`config.mk`:
```
export PLATFORM = sky130hd
export DESIGN_NAME = store_narrow
export DESIGN_NICKNAME = d
export VERILOG_FILES = /design/src/rtl/store_narrow.sv
export SDC_FILE = /design/constraint.sdc
export NUM_CORES = 1
export LEC_CHECK = 0
export CELL_PAD_IN_SITES_DETAIL_PLACEMENT = 2
export CELL_PAD_IN_SITES_GLOBAL_PLACEMENT = 2
export CORE_UTILIZATION = 26
export DETAILED_ROUTE_END_ITERATION = 7
export PLACE_DENSITY = 0.9
export SYNTH_ARGS = -nofsm -noshare
export SYNTH_HDL_FRONTEND = slang
export SYNTH_SLANG_ARGS = --single-unit
```
`constraint.sdc`:
```
create_clock -name clk -period 2.1 [get_ports clk]
set_clock_uncertainty 0.05 [all_clocks]
set_input_delay 0.315 -clock clk [delete_from_list [all_inputs] [get_ports clk]]
set_output_delay 0.315 -clock clk [all_outputs]
set_load 0.005 [all_outputs]
```
`src/rtl/store_narrow.sv`:
```
// store_narrow: sub-word store unit turning byte/halfword/word stores into lane-enabled bus writes.
// Define STORE_SPLIT_EN to split misaligned stores into two word writes instead of faulting.
module store_narrow (
  input  logic        clk,
  input  logic        rst_n,
  input  logic        st_valid,
  output logic        st_ready,
  input  logic [1:0]  st_size,
  input  logic [31:0] st_addr,
  input  logic [31:0] st_data,
  output logic        mem_we,
  output logic [31:0] mem_addr,
  output logic [3:0]  mem_be,
  output logic [31:0] mem_wdata,
  input  logic        mem_ack,
  output logic        st_done,
  output logic        st_fault
);
  typedef enum logic [1:0] {IDLE, WR1, WR2, RESP} state_t;
  state_t state_q, state_d;
  logic ready_q, ready_d, we_q, we_d, done_q, done_d, fault_q, fault_d;
  logic [31:0] addr_q, addr_d, wdata_q, wdata_d;
  logic [3:0] be_q, be_d, be2_q, be2_d;
  logic [1:0] off;
  logic mis, bad;
  logic [3:0] be_al, be1, be2;
  logic [31:0] wd_al, wd;
  assign off = st_addr[1:0];
  assign mis = (st_size == 2'b01 && off[0]) || (st_size == 2'b10 && off != 2'b00);
  assign be_al = st_size == 2'b00 ? 4'b0001 << off :
                 st_size == 2'b01 ? (off[1] ? 4'b1100 : 4'b0011) : 4'b1111;
  assign wd_al = st_size == 2'b00 ? {4{st_data[7:0]}} :
                 st_size == 2'b01 ? {2{st_data[15:0]}} : st_data;
`ifdef STORE_SPLIT_EN
  logic [7:0] sh;
  logic [31:0] rot;
  // high nibble of the shifted mask is the spill into the next word
  assign sh  = {4'b0000, st_size == 2'b01 ? 4'b0011 : 4'b1111} << off;
  assign rot = off == 2'd1 ? {st_data[23:0], st_data[31:24]} :
               off == 2'd2 ? {st_data[15:0], st_data[31:16]} :
               off == 2'd3 ? {st_data[7:0], st_data[31:8]} : st_data;
  assign bad = st_size == 2'b11;
  assign be1 = mis ? sh[3:0] : be_al;
  assign be2 = mis ? sh[7:4] : 4'b0000;
  assign wd  = mis ? rot : wd_al;
`else
  assign bad = st_size == 2'b11 || mis;
  assign be1 = be_al;
  assign be2 = 4'b0000;
  assign wd  = wd_al;
`endif
  assign st_ready  = ready_q;
  assign mem_we    = we_q;
  assign mem_addr  = addr_q;
  assign mem_be    = be_q;
  assign mem_wdata = wdata_q;
  assign st_done   = done_q;
  assign st_fault  = fault_q;
  always_comb begin
    state_d = state_q;
    we_d    = we_q;
    addr_d  = addr_q;
    be_d    = be_q;
    be2_d   = be2_q;
    wdata_d = wdata_q;
    done_d  = 1'b0;
    fault_d = 1'b0;
    case (state_q)
      IDLE: if (st_valid && ready_q) begin
        if (bad) begin
          state_d = RESP;
          fault_d = 1'b1;
        end else begin
          state_d = WR1;
          we_d    = 1'b1;
          addr_d  = {st_addr[31:2], 2'b00};
          be_d    = be1;
          be2_d   = be2;
          wdata_d = wd;
        end
      end
      WR1: if (we_q && mem_ack) begin
        we_d = 1'b0;
        if (be2_q != 4'b0000) begin
          state_d = WR2;
          addr_d  = addr_q + 32'd4;
          be_d    = be2_q;
        end else begin
          state_d = RESP;
          done_d  = 1'b1;
        end
      end
      // first WR2 cycle keeps the strobe low to separate the two writes
      WR2: if (!we_q) we_d = 1'b1;
           else if (mem_ack) begin
             we_d    = 1'b0;
             state_d = RESP;
             done_d  = 1'b1;
           end
      default: state_d = IDLE;
    endcase
    ready_d = state_d == IDLE;
  end
  always_ff @(posedge clk or negedge rst_n)
    if (!rst_n) begin
      state_q <= IDLE;
      ready_q <= 1'b0;
      we_q    <= 1'b0;
      addr_q  <= '0;
      be_q    <= '0;
      be2_q   <= '0;
      wdata_q <= '0;
      done_q  <= 1'b0;
      fault_q <= 1'b0;
    end else begin
      state_q <= state_d;
      ready_q <= ready_d;
      we_q    <= we_d;
      addr_q  <= addr_d;
      be_q    <= be_d;
      be2_q   <= be2_d;
      wdata_q <= wdata_d;
      done_q  <= done_d;
      fault_q <= fault_d;
    end
endmodule

```
[Word-level counts from Yosys, hierarchy flattened]
Index checks and enable logic that the tools add are counted.
Widths: inputs -> output; s select.
Operators by class
  eq/ne operators: 8
  bitwise operators: 2
  magnitude comparators: 0
  multipliers: 0
  $add $sub $neg: 0
  div/mod/pow operators: 0
  shift-type cells: 1
  reductions and logical operators: 15
  multiplexer cells: 30
Operators by type and width (count)
  $mux 32: 5
  $mux 4: 6
  $mux 1: 11
  $mux 2: 5
  $eq 2x2->1 const B: 3
  $logic_not 2->1: 3
  $ne 2x2->1 const B: 3
  $pmux 2 s3: 1
  $reduce_and 5->1: 1
  $eq 2x1->1 const B: 2
  $logic_and 1x1->1: 4
  $reduce_and 4->1: 1
  $reduce_bool 2->1: 2
  $shl 1x2->4 const A: 1
  $pmux 1 s3: 1
  $reduce_and 3->1: 1
  $reduce_bool 3->1: 1
  $logic_or 1x1->1: 2
  $not 1->1: 2
  $pmux 1 s2: 1
Word-level totals
  memory bits (writable): 0
  bits in read-only memories: 0
  output and inout port bits: 72
  latch bits: 0
  bits in registers: 74
  memories: 0
  word-level logic and storage cells: 64
  input port bits: 70

[Depth between registers and ports, before layout]
Gate-level depths: netlist (run 1).
  word-level depth: 8
  mapped depth: 7

[Least setup slack after synthesis (run 1)]
No wires, ideal clock.
  path kind: register -> register
  start: register state_q[0]
  end: register addr_q[10] (netlist: mem_addr[10])
  stages on the path, launching flop included: 7
  library setup time: 0.125 ns
  clock period less this slack: 1.827 ns
  arrival: 1.652 ns
  setup slack: 0.273 ns
  cells stage by stage: dfrtp_1 inv_1 ha_1 a221o_1 buf_6 buf_12 mux2_4
Between the ends
  longest elaborated chain between the ends: 3
Ends and longest elaborated chain
  start, declared: RTL line 20  | state_t state_q, state_d;
  start signal, assigned: RTL line 116  | state_q <= state_d;
  $eq 2x1->1 or $logic_not 2->1 (tied branches): RTL line 68  | case (state_q)
  $ne 2x2->1 (no line) (tied with other cells)
  $reduce_and 5->1 (no line) (*)
  end signal, assigned: RTL line 119  | addr_q <= addr_d;
  end, declared: RTL line 22  | logic [31:0] addr_q, addr_d, wdata_q, wdata_d;
Every way passes the cells marked *; elsewhere a longest branch is shown, timed or not.
A chain may end at the register's enable or synchronous reset.

[Worst setup path after layout (run 1)]
  start: register state_q[1]
  end: register addr_q[31] (netlist: mem_addr[31])
Same word-level chain as after synthesis.

==> results of run 1 <==
stage by stage:
stage	instance area, µm²	setup WS (ns)	power (µW)
after global routing	5314	0.08448	8012
after detailed placement	5012	-0.1751	6067
after floorplan	3339	0.2731	4134
after CTS	5314	0.1713	7701
final	5314	0.1712	7563
after global placement	5012	-0.08962	5802
per-layer routing:
layer,part of all wire,routed length (µm),track usage,vias to the layer above
li1,-,-,-,1223
met2,0.54,6086,0.3269,65
met4,0.019,213,0.07100,0
met5,0,0,0,-
met1,0.41,4589,0.2028,1331
met3,0.037,414,0.03374,17
sequential cells by signal, indices dropped and copies added, names as in the netlist:
signal,flops
st_fault,1
mem_be,4
st_done,1
mem_wdata,32
mem_we,1
state_q,2
st_ready,1
mem_addr,30
cell type report:
cell class,count,area [µm²]
multi-input cells,169,1386
inverters,6,22.52
flip-flops and latches,72,1802
fillers,1286,7254
clock inverters,2,37.54
repair buffers,162,1587
well taps,172,215.2
clock buffers,14,264.0
Yosys cell counts:
| cell | count |
|---|---|
| a211o_1 | 1 |
| a211oi_1 | 2 |
| a21o_1 | 1 |
| a21oi_1 | 12 |
| a21oi_2 | 1 |
| a221o_1 | 1 |
| a22o_1 | 1 |
| and2_1 | 1 |
| buf_1 | 2 |
| buf_12 | 3 |
| buf_2 | 5 |
| buf_4 | 2 |
| buf_6 | 1 |
| clkbuf_1 | 3 |
| conb_1 | 1 |
| dfrtp_1 | 72 |
| ha_1 | 6 |
| inv_1 | 6 |
| mux2_2 | 12 |
| mux2_4 | 29 |
| mux2i_1 | 26 |
| nand2_1 | 26 |
| nand3_1 | 1 |
| nand3b_1 | 1 |
| nor2_1 | 14 |
| nor2_2 | 1 |
| nor3_1 | 1 |
| nor3_4 | 1 |
| nor3b_1 | 1 |
| o211ai_1 | 1 |
| o21a_1 | 1 |
| o21ai_0 | 25 |
| o21ai_2 | 1 |
worst max-delay path, stage by stage (launching register included):
cell	delay, ns
dfrtp_1	0.42
inv_1	0.12
ha_1	0.27
a221o_2	0.40
buf_12	0.21
mux2_4	0.33
worst paths after layout:
check                                          start                         to  depth (start not counted)
min in group clk           mem_wdata[12]$_DFFE_PN0P_  mem_wdata[12]$_DFFE_PN0P_                          2
hold reg to reg            mem_wdata[12]$_DFFE_PN0P_  mem_wdata[12]$_DFFE_PN0P_                          2
setup / recovery                state_q[1]$_DFF_PN0_   mem_addr[31]$_DFFE_PN0P_                          5
hold / removal                                 rst_n  mem_wdata[25]$_DFFE_PN0P_                          1
setup reg to reg                state_q[1]$_DFF_PN0_   mem_addr[31]$_DFFE_PN0P_                          5
max in group asynchronous                      rst_n    mem_addr[2]$_DFFE_PN0P_                          2
kinds of logic (layout without fill, tap and decap cells):
group,Yosys count,in the layout,share of synthesized area
simple gates,47,47,0.06114
flops,72,72,0.5401
buf+inv,22,184,0.04576
other cells,1,2,0.001124
compound gates,47,47,0.08027
fa+ha+maj,6,6,0.02251
mux,67,67,0.2491
report_power, final:
part,total (µW),internal (µW),switching [µW],leakage (µW)
Sequential,2520,2090,434,0.000867
Combinational,3480,2270,1210,0.00139
Clock,1560,986,577,0.000143
Total,7560,5340,2220,0.00240
==> metrics.txt, run 1 <==
status=complete, but fails checks; failing checks=negative hold slack; Routed Antenna Nets=0; Port Buf Inserts=139; worst vdd ir=0.4421 mV; GRT Total Usage=0.1781; antenna cell count=0; Max Slew Vio Count=0; Core Util, Final=0.4228; Clk Latency, worst-skew pair=0.33 ns; Worst EP arrival=2.09 ns; DP Cell Count=581; Core Box Area=12570 µm²; Worst Max-Slew Pin Slew=0.7490 ns; synth top area cells=dfrtp_1 54%, mux2_4 13%, mux2i_1 7.8%; postcts setup bufs=0; synth unique cells=33; Inserted Clock Buffers=9; post-synth top area cell=dfrtp_1; die height=115.3 µm; clk sinks=72; Final Hold Viols=1; antenna violations before repair=0; global placer's final weighted congestion=0.7102; drt wl/cell=18.93 µm; mapped cell area=3336 µm²; net total in the final layout=496; final setup violation count=0; Max Cap Violations=0; Final HPWL DP=8560 µm; Ports=142; most frequent cells in the layout=138 x clkdlybuf4s50_1, 72 x dfrtp_1, 29 x mux2_4; critical-path maximum fanout=34; number of placement rows=41; Starting Density=0.2654; number of global-route vias before repair=3067; pin count of the biggest net entering global routing=56; slew margin rel.=0.5007; RSZ-0062 raised after global routing=no; power per cell area=1423 nW/µm²; Seq/Total Area, Yosys=0.5401; R2R setup slack=0.17 ns; Tmin final=1.929 ns; cell count after synthesis=262; CTS tree=yes; vias=2636; CTS resizes=0; Leak=0.002404 µW; Max Clk Rate=518.4 MHz; DRC Markers=0; area grow syn2layout=59.30%; Crit. End Element=register; # H-tree levels=3; Clock Path Buffers=2; Clock transition at path regs=0.06 ns; drt pass-1 iters=5; Hold WS=-0.001257 ns; grt ovf=0; Syn. warnings=0; DRT Wirelength=11300 µm; non-filler cells, final=597; Critical Path RT=2.26 ns; cts hold-fix bufs=0; CTS root buffer=clkbuf_16; first-pass GRT wire length=17280 µm; Yosys reg bits=72; commonest non-fill, non-tap cell in the layout=clkdlybuf4s50_1; Worst Hold Class=input port to asynchronous set/reset pin; DR vias/cell=4.415; Setup TNS=0 ns; layout cells sized above 1=0.1953; period utilisation layout=0.9185; DIE WIDTH=115.3 µm; Starting DRT DRC Count=67; post-synth top area share=0.5401; die area=13290 µm²; Avg Cell Area, Syn=12.73 µm²; nature of the critical path startpoint=register; worst setup path class=register to register
Note: power is estimated with default switching activity, not from simulation.
==> run 2: changes to the inputs <==
Settings changed: REMOVE_ABC_BUFFERS set to 1.
==> run 2 against run 1 <==
  * The run now ends clean
  * Total power is 1.1% higher
  * Clock power grew 6%
  * Sequential power barely moved
  * Utilization increased by 0.25 points
  * Largest power group unchanged
  * Wire length shrank 4.8%
  * Hold slack improved by 0.43 ns
  * Clock-buffer cell count decreased by 3
  * Maximum frequency shrank 0.20%
  * Sequential cell count is the same
==> metrics.txt, run 2 (synthesis gave the netlist of run 1 again) <==
Max Cap Violations=0 (unchanged); pin count of the biggest net entering global routing=40 (-29%); clock group share of total power=0.217 (+0.010); clk sinks=72 (unchanged); Worst EP arrival=2.10 ns (about the same); Critical Path RT=2.27 ns (about the same); grt ovf=0 (unchanged); CTS tree=yes; Hold WS=0.4335 ns (+0.4347 ns); antenna violations before repair=0 (unchanged); CTS resizes=0 (unchanged); worst vdd ir=0.6221 mV (+41%); total power=7642 µW (+1.1%); period utilisation layout=0.9204 (+0.001870); area grow syn2layout=60.24%; Power Internal=5425 µW (+1.6%); number of placement rows=41 (unchanged); DRC Markers=0 (unchanged); Tmin final=1.933 ns (+0.003926 ns); RSZ-0062 raised after global routing=no; Crit. End Element=register; cts hold-fix bufs=1 (+1); Leak=0.002413 µW (+0.37%); Inserted Clock Buffers=9 (unchanged); DR vias/cell=4.423 (+0.17%); number of global-route vias before repair=3030 (-1.2%); Port Buf Inserts=139 (unchanged); Routed Antenna Nets=0 (unchanged); Final Hold Viols=0 (-1); antenna cell count=0 (unchanged); critical-path maximum fanout=34 (unchanged); Starting DRT DRC Count=39 (-42%); Core Box Area=12570 µm² (unchanged); Hold Path Depth=2; drt wl/cell=17.99 µm (-5.0%); Final HPWL DP=8168 µm (-4.6%); Combinational Power Share=0.453 (-0.007); final setup violation count=0 (unchanged); Starting Density=0.2654 (unchanged); Clock transition at path regs=0.06 ns (about the same); non-filler cells, final=598 (+0.17%); die area=13290 µm² (unchanged); postcts setup bufs=0 (unchanged); flip-flop count of the largest register after layout=32 (unchanged); Worst Max-Slew Pin Slew=0.5007 ns (-0.2483 ns); net switching power figure=2218 µW (-0.25%); slew margin rel.=0.6662 (+0.1656); Clock Path Buffers=2 (unchanged); DRT Wirelength=10760 µm (-4.8%); GRT Total Usage=0.1698 (-0.008287); r2r worst-path depth=5 (unchanged); DP Cell Count=581 (unchanged); layout cells sized above 1=0.1995 (+0.004236); sequential share of power=0.330 (-0.003); worst setup path class=register to register; CTS root buffer=clkbuf_16; # H-tree levels=3 (unchanged); Max Slew Vio Count=0 (unchanged); power per cell area=1430 nW/µm² (+0.46%); DIE WIDTH=115.3 µm (unchanged); sw frac=0.2902 (-0.003795); Ports=142 (unchanged); first-pass GRT wire length=16590 µm (-4.0%); global placer's final weighted congestion=0.7287 (+2.6%); Clk Latency, worst-skew pair=0.33 ns (about the same); die height=115.3 µm (unchanged); status=complete, no violations; nature of the critical path startpoint=register; commonest non-fill, non-tap cell in the layout=clkdlybuf4s50_1; Max Clk Rate=517.4 MHz (-0.20%); vias=2645 (+0.34%); Worst Hold Class=register to register; drt pass-1 iters=4 (-1); net total in the final layout=497 (+0.20%); most frequent cells in the layout=138 x clkdlybuf4s50_1, 72 x dfrtp_1, 29 x mux2_4
run 2: cell count changes in the layout (fill, tap and decap cells not counted):
cell	change
clkbuf_1	-2
clkinvlp_4	+1
clkbuf_8	-1
dlygate4sd3_1	+1
clkinv_2	+1
bufinv_16	+1
run 2: final cells by class:
cell class / count / area (µm²)
clock buffers: 11 / 242.7
inverters: 6 / 22.52
flip-flops and latches: 72 / 1802
well taps: 172 / 215.2
multi-input cells: 169 / 1386
repair buffers: 163 / 1597
clock inverters: 5 / 80.08
fillers: 1296 / 7223
run 2: layer usage:
metal  track usage  wire [µm]
met1        0.1641       3912
met2        0.3104       5470
met3       0.09014       1194
met4       0.05195        180
met5             0          0
run 2: stage by stage:
stage / cell area [µm²] / utilization / setup TNS, ns / setup slack [ns]
finish: 5345 / 0.4253 / 0 / 0.1672
global route: 5345 / 0.4253 / 0 / 0.07740
CTS: 5345 / 0.4253 / 0 / 0.1716
detailed placement: 5012 / 0.3988 / -7.754 / -0.1863
global placement: 5012 / 0.3988 / -6.458 / -0.1650
floorplan: 3209 / - / -39.12 / -0.7818
run 2: power by group through the flow:
stage	clock, µW	combinational, µW	sequential [µW]
detailed placement	0	3500	2540
global placement	0	3320	2470
finish	1660	3460	2520
global route	1770	3730	2590
floorplan	0	1480	2510
CTS	1720	3530	2540
run 2: path summary, 6_finish.rpt:
path	from	end	slack [ns]
min in group asynchronous	rst_n	mem_addr[11]$_DFFE_PN0P_	0.44
max in group asynchronous	rst_n	mem_wdata[6]$_DFFE_PN0P_	0.95
setup reg to reg	state_q[1]$_DFF_PN0_	mem_addr[9]$_DFFE_PN0P_	0.17
hold / removal	mem_wdata[27]$_DFFE_PN0P_	mem_wdata[27]$_DFFE_PN0P_	0.43
hold reg to reg	mem_wdata[27]$_DFFE_PN0P_	mem_wdata[27]$_DFFE_PN0P_	0.43
setup / recovery	state_q[1]$_DFF_PN0_	mem_addr[9]$_DFFE_PN0P_	0.17
run 2: critical path, stage by stage, from the launching register on:
cell and delay [ns]:
dfrtp_1 0.42, inv_1 0.13, ha_1 0.26, a221o_2 0.40
buf_12 0.21, mux2_4 0.33
==> run 3: changes to the inputs <==
Settings changed: PLACE_DENSITY 0.9 to unset, PLACE_DENSITY_LB_ADDON set to 0.1.
==> run 3 against run 2 <==
  * Critical path depth increased by 1
  * Largest power group unchanged
  * Sequential power is 2% lower
  * Highest routed layer unchanged
  * Die area unchanged
  * Global-route usage is 1.3 points lower
==> metrics.txt, run 3 (synthesis gave the netlist of run 1 again) <==
Max Slew Vio Count=0 (unchanged); Critical Path RT=2.27 ns (about the same); sw frac=0.2859 (-0.004310); r2r worst-path depth=5 (unchanged); period utilisation layout=0.9269 (+0.006568); drt pass-1 iters=4 (unchanged); DIE WIDTH=115.3 µm (unchanged); number of global-route vias before repair=2844 (-6.1%); die height=115.3 µm (unchanged); Clk Latency, worst-skew pair=0.34 ns (about the same); layout cells sized above 1=0.1995 (unchanged); CTS root buffer=clkbuf_16; reg2reg end=mem_addr[27]$_DFFE_PN0P_; net switching power figure=2137 µW (-3.6%); die area=13290 µm² (unchanged); DRC Markers=0 (unchanged); antenna violations before repair=0 (unchanged); CTS resizes=0 (unchanged); Leak=0.002412 µW (about the same); Max Cap Violations=0 (unchanged); # H-tree levels=3 (unchanged); Combinational Power Share=0.463 (+0.010); grt ovf=0 (unchanged); net total in the final layout=497 (unchanged); flip-flop count of the largest register after layout=32 (unchanged); worst setup path class=input port to register; DRT Wirelength=9769 µm (-9.2%); Starting DRT DRC Count=44 (+13%); RSZ-0062 raised after global routing=no; worst vdd ir=0.5871 mV (-5.6%); R2R setup slack=0.20 ns (+0.03 ns); Setup crit start=st_size[0]; final setup violation count=0 (unchanged); area grow syn2layout=59.90%; clk sinks=72 (unchanged); sequential share of power=0.330 (about the same); GRT Total Usage=0.1569 (-0.01286); reg-to-reg startpoint=state_q[1]$_DFF_PN0_; CTS tree=yes; Core Box Area=12570 µm² (unchanged); Port Buf Inserts=139 (unchanged); Crit. End Element=register; power per cell area=1402 nW/µm² (-2.0%); Hold WS=0.3700 ns (-0.06347 ns); Tmin final=1.947 ns (+0.01379 ns); Clock transition at path regs=0.06 ns (about the same); Ports=142 (unchanged); clock group share of total power=0.207 (-0.010); drt wl/cell=16.34 µm (-9.2%); total power=7477 µW (-2.2%); Worst Hold Class=input port to asynchronous set/reset pin; critical-path maximum fanout=19 (-44%); vias=2624 (-0.79%); CP endpoint=mem_addr[27]$_DFFE_PN0P_; antenna cell count=0 (unchanged); Clock Path Buffers=2 (unchanged); number of placement rows=41 (unchanged); Worst EP arrival=2.12 ns (+0.02 ns); Power Internal=5339 µW (-1.6%); cts hold-fix bufs=1 (unchanged); Core Util, Final=0.4244 (-0.0008960); commonest non-fill, non-tap cell in the layout=clkdlybuf4s50_1; Starting Density=0.2654 (unchanged); first-pass GRT wire length=15410 µm (-7.2%); nature of the critical path startpoint=input port; status=complete, no violations; DR vias/cell=4.388 (-0.79%); postcts setup bufs=0 (unchanged); Final Hold Viols=0 (unchanged); most frequent cells in the layout=138 x clkdlybuf4s50_1, 72 x dfrtp_1, 29 x mux2_4; Final HPWL DP=7304 µm (-11%); Inserted Clock Buffers=9 (unchanged); global placer's final weighted congestion=0.6875 (-5.7%); Setup TNS=0 ns (unchanged); Max Clk Rate=513.7 MHz (-0.71%); pin count of the biggest net entering global routing=52 (+30%); Routed Antenna Nets=0 (unchanged)
run 3: worst min-delay path by stage:
| stage | startpoint | to | slack, ns | cells past startpoint |
|---|---|---|---|---|
| after detailed placement | rst_n | mem_addr[18]$_DFFE_PN0P_ | 0.19 | 1 |
| after CTS | rst_n | mem_addr[18]$_DFFE_PN0P_ | 0.36 | 2 |
| final | rst_n | mem_addr[10]$_DFFE_PN0P_ | 0.37 | 2 |
| after global routing | rst_n | mem_addr[10]$_DFFE_PN0P_ | 0.38 | 2 |
| after floorplan | rst_n | mem_addr[10]$_DFFE_PN0P_ | -0.03 | 0 |
| after global placement | rst_n | mem_addr[18]$_DFFE_PN0P_ | 0.19 | 1 |
run 3: worst max-delay path: stages:
cell and delay (ns):
clkdlybuf4s50_1 0.54, nor3_4 0.28, o21ai_2 0.08, a221o_2 0.39
buf_12 0.19, mux2_4 0.31
run 3: power by group through the flow:
stage / clock (µW) / sequential (µW) / combinational (µW)
after floorplan: 0 / 2510 / 1480
after global placement: 0 / 2470 / 3410
after detailed placement: 0 / 2500 / 3510
after CTS: 1620 / 2490 / 3540
after global routing: 1670 / 2570 / 3770
final: 1550 / 2470 / 3460
run 3: layout make-up:
cell class | count | area [µm²]
Timing Repair Buffer | 163 | 1609
Clock buffer | 11 | 242.7
Fill cell | 1312 | 7234
Sequential cell | 72 | 1802
Multi-Input combinational cell | 169 | 1386
Tap cell | 172 | 215.2
Clock inverter | 5 | 56.30
Inverter | 6 | 22.52
run 3: through the flow:
| stage | instances | setup slack (ns) | area (µm²) |
|---|---|---|---|
| final | 598 | 0.1534 | 5334 |
| after global routing | 598 | 0.06929 | 5334 |
| after CTS | 598 | 0.1534 | 5334 |
| after detailed placement | 581 | -0.2091 | 5025 |
| after global placement | 581 | -0.1667 | 5025 |
| after floorplan | 247 | -0.7818 | 3209 |
run 3: per-layer routing:
layer	track usage	vias to the layer above	wire length (µm)
met5	0	-	0
met4	0.04416	0	96
met3	0.07960	8	948
met2	0.2562	107	4445
met1	0.1806	1285	4278
li1	-	1224	-
==> variant 1: new RTL, settings of run 3 <==
Register the output `st_fault` once more, cleared by the reset; this adds one clock of latency there. The other outputs are not delayed to match.
--- a/src/rtl/store_narrow.sv
+++ b/src/rtl/store_narrow.sv
@@ -57,3 +57,9 @@
   assign st_done   = done_q;
-  assign st_fault  = fault_q;
+  always_ff @(posedge clk or negedge rst_n) begin
+    if (!rst_n) begin
+      st_fault <= '0;
+    end else begin
+      st_fault <= fault_q;
+    end
+  end
   always_comb begin
Behaviour: not the same (Yosys sat finds a counterexample within 4 cycles, from zero or initial values and one cycle with rst_n low).
==> variant 1 against run 3 <==
Final cell count decreased by 0.67%. Power rose by 2.2%. Design area is 1.2% higher. Critical endpoint is now mem_addr[10]. Highest routed layer unchanged. Sequential cell count rose by 1. Worst setup slack got worse by 31 ps. Area after synthesis is 0.45% lower. Routed wire length rose by 3.8%. Die area shrank 0.44%. Non-clock buffer count shrank 1.
==> variant 1: results <==
[finish]
final-clk-cell-share_pct = 6.17
multi_input_area_share_pct = 25.8
final-seq-area_mm2 = 0.00183
design.final.nets = 498
multi_input_gates = 170
buffer_count_excluding_the_clock_tree_in_the_final_layout = 162
finalNonFillerCells = 594
post_route_cells_drive_above_1_share_pct = 19.7

[synthesis]
post_synth_instance_area_mm2 = 0.00332
netlist_top_cells_area = "dfrtp_1 (55%), mux2_4 (14%), mux2i_1 (7.2%)"
synth-compound-area-share_pct = 7.76
synth.lib_cells_used.distinct = 30
postSynthAreaPerCell_um2 = 12.6

[status]
status = "finished, final reports clean"

[grt]
grt_util_met2_pct = 27.7
use_met3_pct = 6.11
vias_in_the_first_global_route = 2949
global_route_wire_length_before_repair_um = 16200

[place]
place_area_mm2 = 0.00505
finalWeightedCongestion = 0.724

[detailed_routing]
dr.first_iter.drc_count = 55
met2RoutedLength_um = 4820
routed_wirelength_um = 10100
wl_met3_um = 781
detail_route.wirelength.met1_um = 4390

[power_and_ir_drop]
cellLeakagePower_nw = 2.44
internal_power_of_the_cells_mw = 5.52
seq_cell_power_mw = 2.52

[critical_path]
cp_max_stage_delay_ps = 520
path_max_fanout = 22
worst_path_arrival_time_ps = 2150

[hold_path]
hold_crit_path_type = "register to register"
[variant 1: cell count changes in the layout (fill, tap and decap cells not counted), moves of 2 or more]
cell       change
buf_4          -2
bufinv_16      +2
mux2i_1        -2
o21ai_0        +3
[variant 1: final timing paths]
path	startpoint	to	slack [ps]	depth (start not counted)
worst max-delay path	st_size[0]	mem_addr[10]	120	6
worst min-delay path	fault_q	st_fault	310	0
worst max register to register	state_q[1]	mem_wdata[27]	170	7
worst min register to register	fault_q	st_fault	310	0
max in group asynchronous	rst_n	mem_wdata[6]	1020	3
min in group asynchronous	rst_n	mem_addr[17]	390	2
[variant 1: what timing repair did]
action,4_1_cts,5_1_grt
hold buffers,1,0
hold endpoints to repair,23,0
resized for setup,0,0
[variant 1: through the flow]
stage | total power [mW] | setup WS (ps)
global placement | 5.82 | -202
finish | 7.64 | 123
CTS | 7.79 | 107
detailed placement | 5.97 | -262
floorplan | 3.98 | -1660
global route | 8.14 | 2.07
==> variant 2: new RTL, settings of run 3 <==
Made on the original files. Add a define of `STORE_SPLIT_EN`.
--- a/src/rtl/store_narrow.sv
+++ b/src/rtl/store_narrow.sv
@@ -2,2 +2,4 @@
 // Define STORE_SPLIT_EN to split misaligned stores into two word writes instead of faulting.
+`define STORE_SPLIT_EN
+
 module store_narrow (
Formal check against the unedited RTL: not equivalent (Yosys sat finds a counterexample within 4 cycles, from zero or initial values and one cycle with rst_n low).
==> variant 2 against run 3 <==
Die area is 58% higher. Design area grew 55%. Power grew 30%. Area after synthesis grew 59%. Worst setup slack got worse by 150 ps. Sequential share of layout area shrank 11 points. Via count increased by 130%. Routed wire length rose by 140%. Sequential cell count grew 3.
==> variant 2: results <==
[finish]
fillCellCount = 2149
post_route_cells_drive_above_1_share_pct = 23.2
design.final.nets = 910
antenna_fix_cells = 0
largest_register_ffs = 32

[detailed_routing]
drt-vias-per-instance = 5.41
firstDrtPassIters = 4
routed_wirelength_um = 23000
wl_per_cell_um = 20.8
drt_drc_violations_left = 0
dr.first_iter.drc_count = 209

[place]
placed_cells = 1081
finalWeightedCongestion = 0.844
dp_hpwl_um = 16700
port_buffers = 139

[power_and_ir_drop]
p_sw_share_pct = 38.6
peakVddDrop_mv = 0.417
cellLeakagePower_nw = 3.46

[grt]
global_route_wire_length_before_repair_um = 35700
vias_in_the_first_global_route = 6537
antenna_violations_before_repair = 0
gr-usage-all-layers_pct = 22.3
maximum_number_of_pins_on_one_net_before_global_route_repair = 51

[hold_path]
hold_crit_path_type = "register to register"

[critical_path]
critical-path-slowest-cell = "or4_4"
worst-r2r-cell-count = 5
worstSetupStartpointType = "register"
path_max_fanout = 2
critical_path.top_delay_family = "simple AND/OR/NAND/NOR gates"
worst_setup_path_endpoint = "mem_addr[31]"
worst_r2r_startpoint = "mem_addr[26]"
setup_slack_reg_to_reg_ps = 1
worst_path_arrival_time_ps = 2280
cp_max_stage_delay_ps = 550

[synthesis]
netlist_top_cells_area = "dfrtp_1 (35%), o21ai_0 (7.2%), mux4_2 (6.8%)"
post_synth_most_frequent_cells = "nand2_1 (94), o21ai_0 (76), dfrtp_1 (75)"
synth-seq-area-share_pct = 35.4
syn_inst = 625
synth.lib_cells_used.distinct = 56

[sta]
worst_pin_slew_ps = 560

[clocking]
clock_insertion_delay_worst_skew_ps = 350
cts-htree-levels = 3
clock_path_buffers = 2
root_cell_of_the_clock_tree = "clkbuf_16"
cts.reportedPaths.clkPinSlew_ps = 60
numCtsBuffers = 9

[status]
status = "finished, final reports clean"
==> variant 2: cell count changes after synthesis, moves of 8 or more <==
cell      before  now
nand3_1        1   53
a21oi_1       12   41
nand2_1       26   94
a22oi_1        0   11
o21ai_0       25   76
mux4_2         0   16
nor2_1        14   22
mux2_4        29    0
a32oi_1        0    9
o211ai_1       1   12
clkbuf_1       3   41
or4_1          0   14
nor3_1         1    9
==> variant 2: through the flow <==
stage               hold WS, ps  setup slack (ps)  area, um^2  setup TNS, ps  util [%]
floorplan                 -30.6             -1260        5090         -72420         -
global placement            283              -165        7700           -947      39.1
detailed placement          294              -197        7700          -3230      39.1
CTS                         440             -67.1        8160           -136      41.4
global route                450             -47.7        8280          -53.5      42.0
finish                      435              1.29        8280              0      42.0
==> variant 2: per-layer routing <==
metal / GRT usage, % / routed length (um)
met4: 6.37 / 451
met3: 3.69 / 892
met1: 26.2 / 9610
met5: 0 / 0
met2: 41.3 / 12000
==> variant 2: power by group through the flow <==
stage | registers (mW) | logic (mW) | clock network (mW)
after floorplan | 2.63 | 1.76 | 0
after global placement | 2.50 | 4.92 | 0
after detailed placement | 2.54 | 5.15 | 0
after CTS | 2.53 | 5.26 | 1.85
after global routing | 2.64 | 5.85 | 1.89
final | 2.56 | 5.38 | 1.79
==> variant 2: worst min-delay path by stage <==
| stage | to | depth (start not counted) | startpoint |
|---|---|---|---|
| 2_1_floorplan | be2_q[0] | 0 | rst_n |
| 3_3_place_gp | mem_addr[30] | 1 | rst_n |
| 3_5_place_dp | mem_addr[30] | 1 | rst_n |
| 4_1_cts | mem_wdata[5] | 2 | mem_wdata[5] |
| 5_1_grt | mem_be[2] | 1 | mem_be[2] |
| 6_report | mem_be[2] | 1 | mem_be[2] |
==> variant 2: area by class of cell <==
class / instances / share of cell area [%]
multi-input cells: 487 / 40.3
repair buffers: 251 / 28.5
flip-flops and latches: 75 / 22.7
well taps: 265 / 4.00
clock buffers: 12 / 3.10
clock inverters: 4 / 0.877
inverters: 11 / 0.499
==> variant 2: kinds of logic after synthesis <==
logic type	count (synthesis)	synth area share, %
AND/OR/NAND/NOR	238	22.5
AO/OA/AOI/OAI	188	21.7
flip-flops	75	35.4
buffers and inverters	64	4.88
multiplexers	53	14.2
adder cells (fa/ha/maj)	5	1.18
other	1	0.0707
XOR/XNOR	1	0.165
==> variant 2: repair_timing <==
item / 4_1_cts / 5_1_grt
gates resized for setup: 14 / 24
hold buffers: 1 / 0
hold endpoints to repair: 33 / 0
pin swaps: 3 / 10
setup endpoints to repair: 24 / 25
setup buffers: 5 / 3
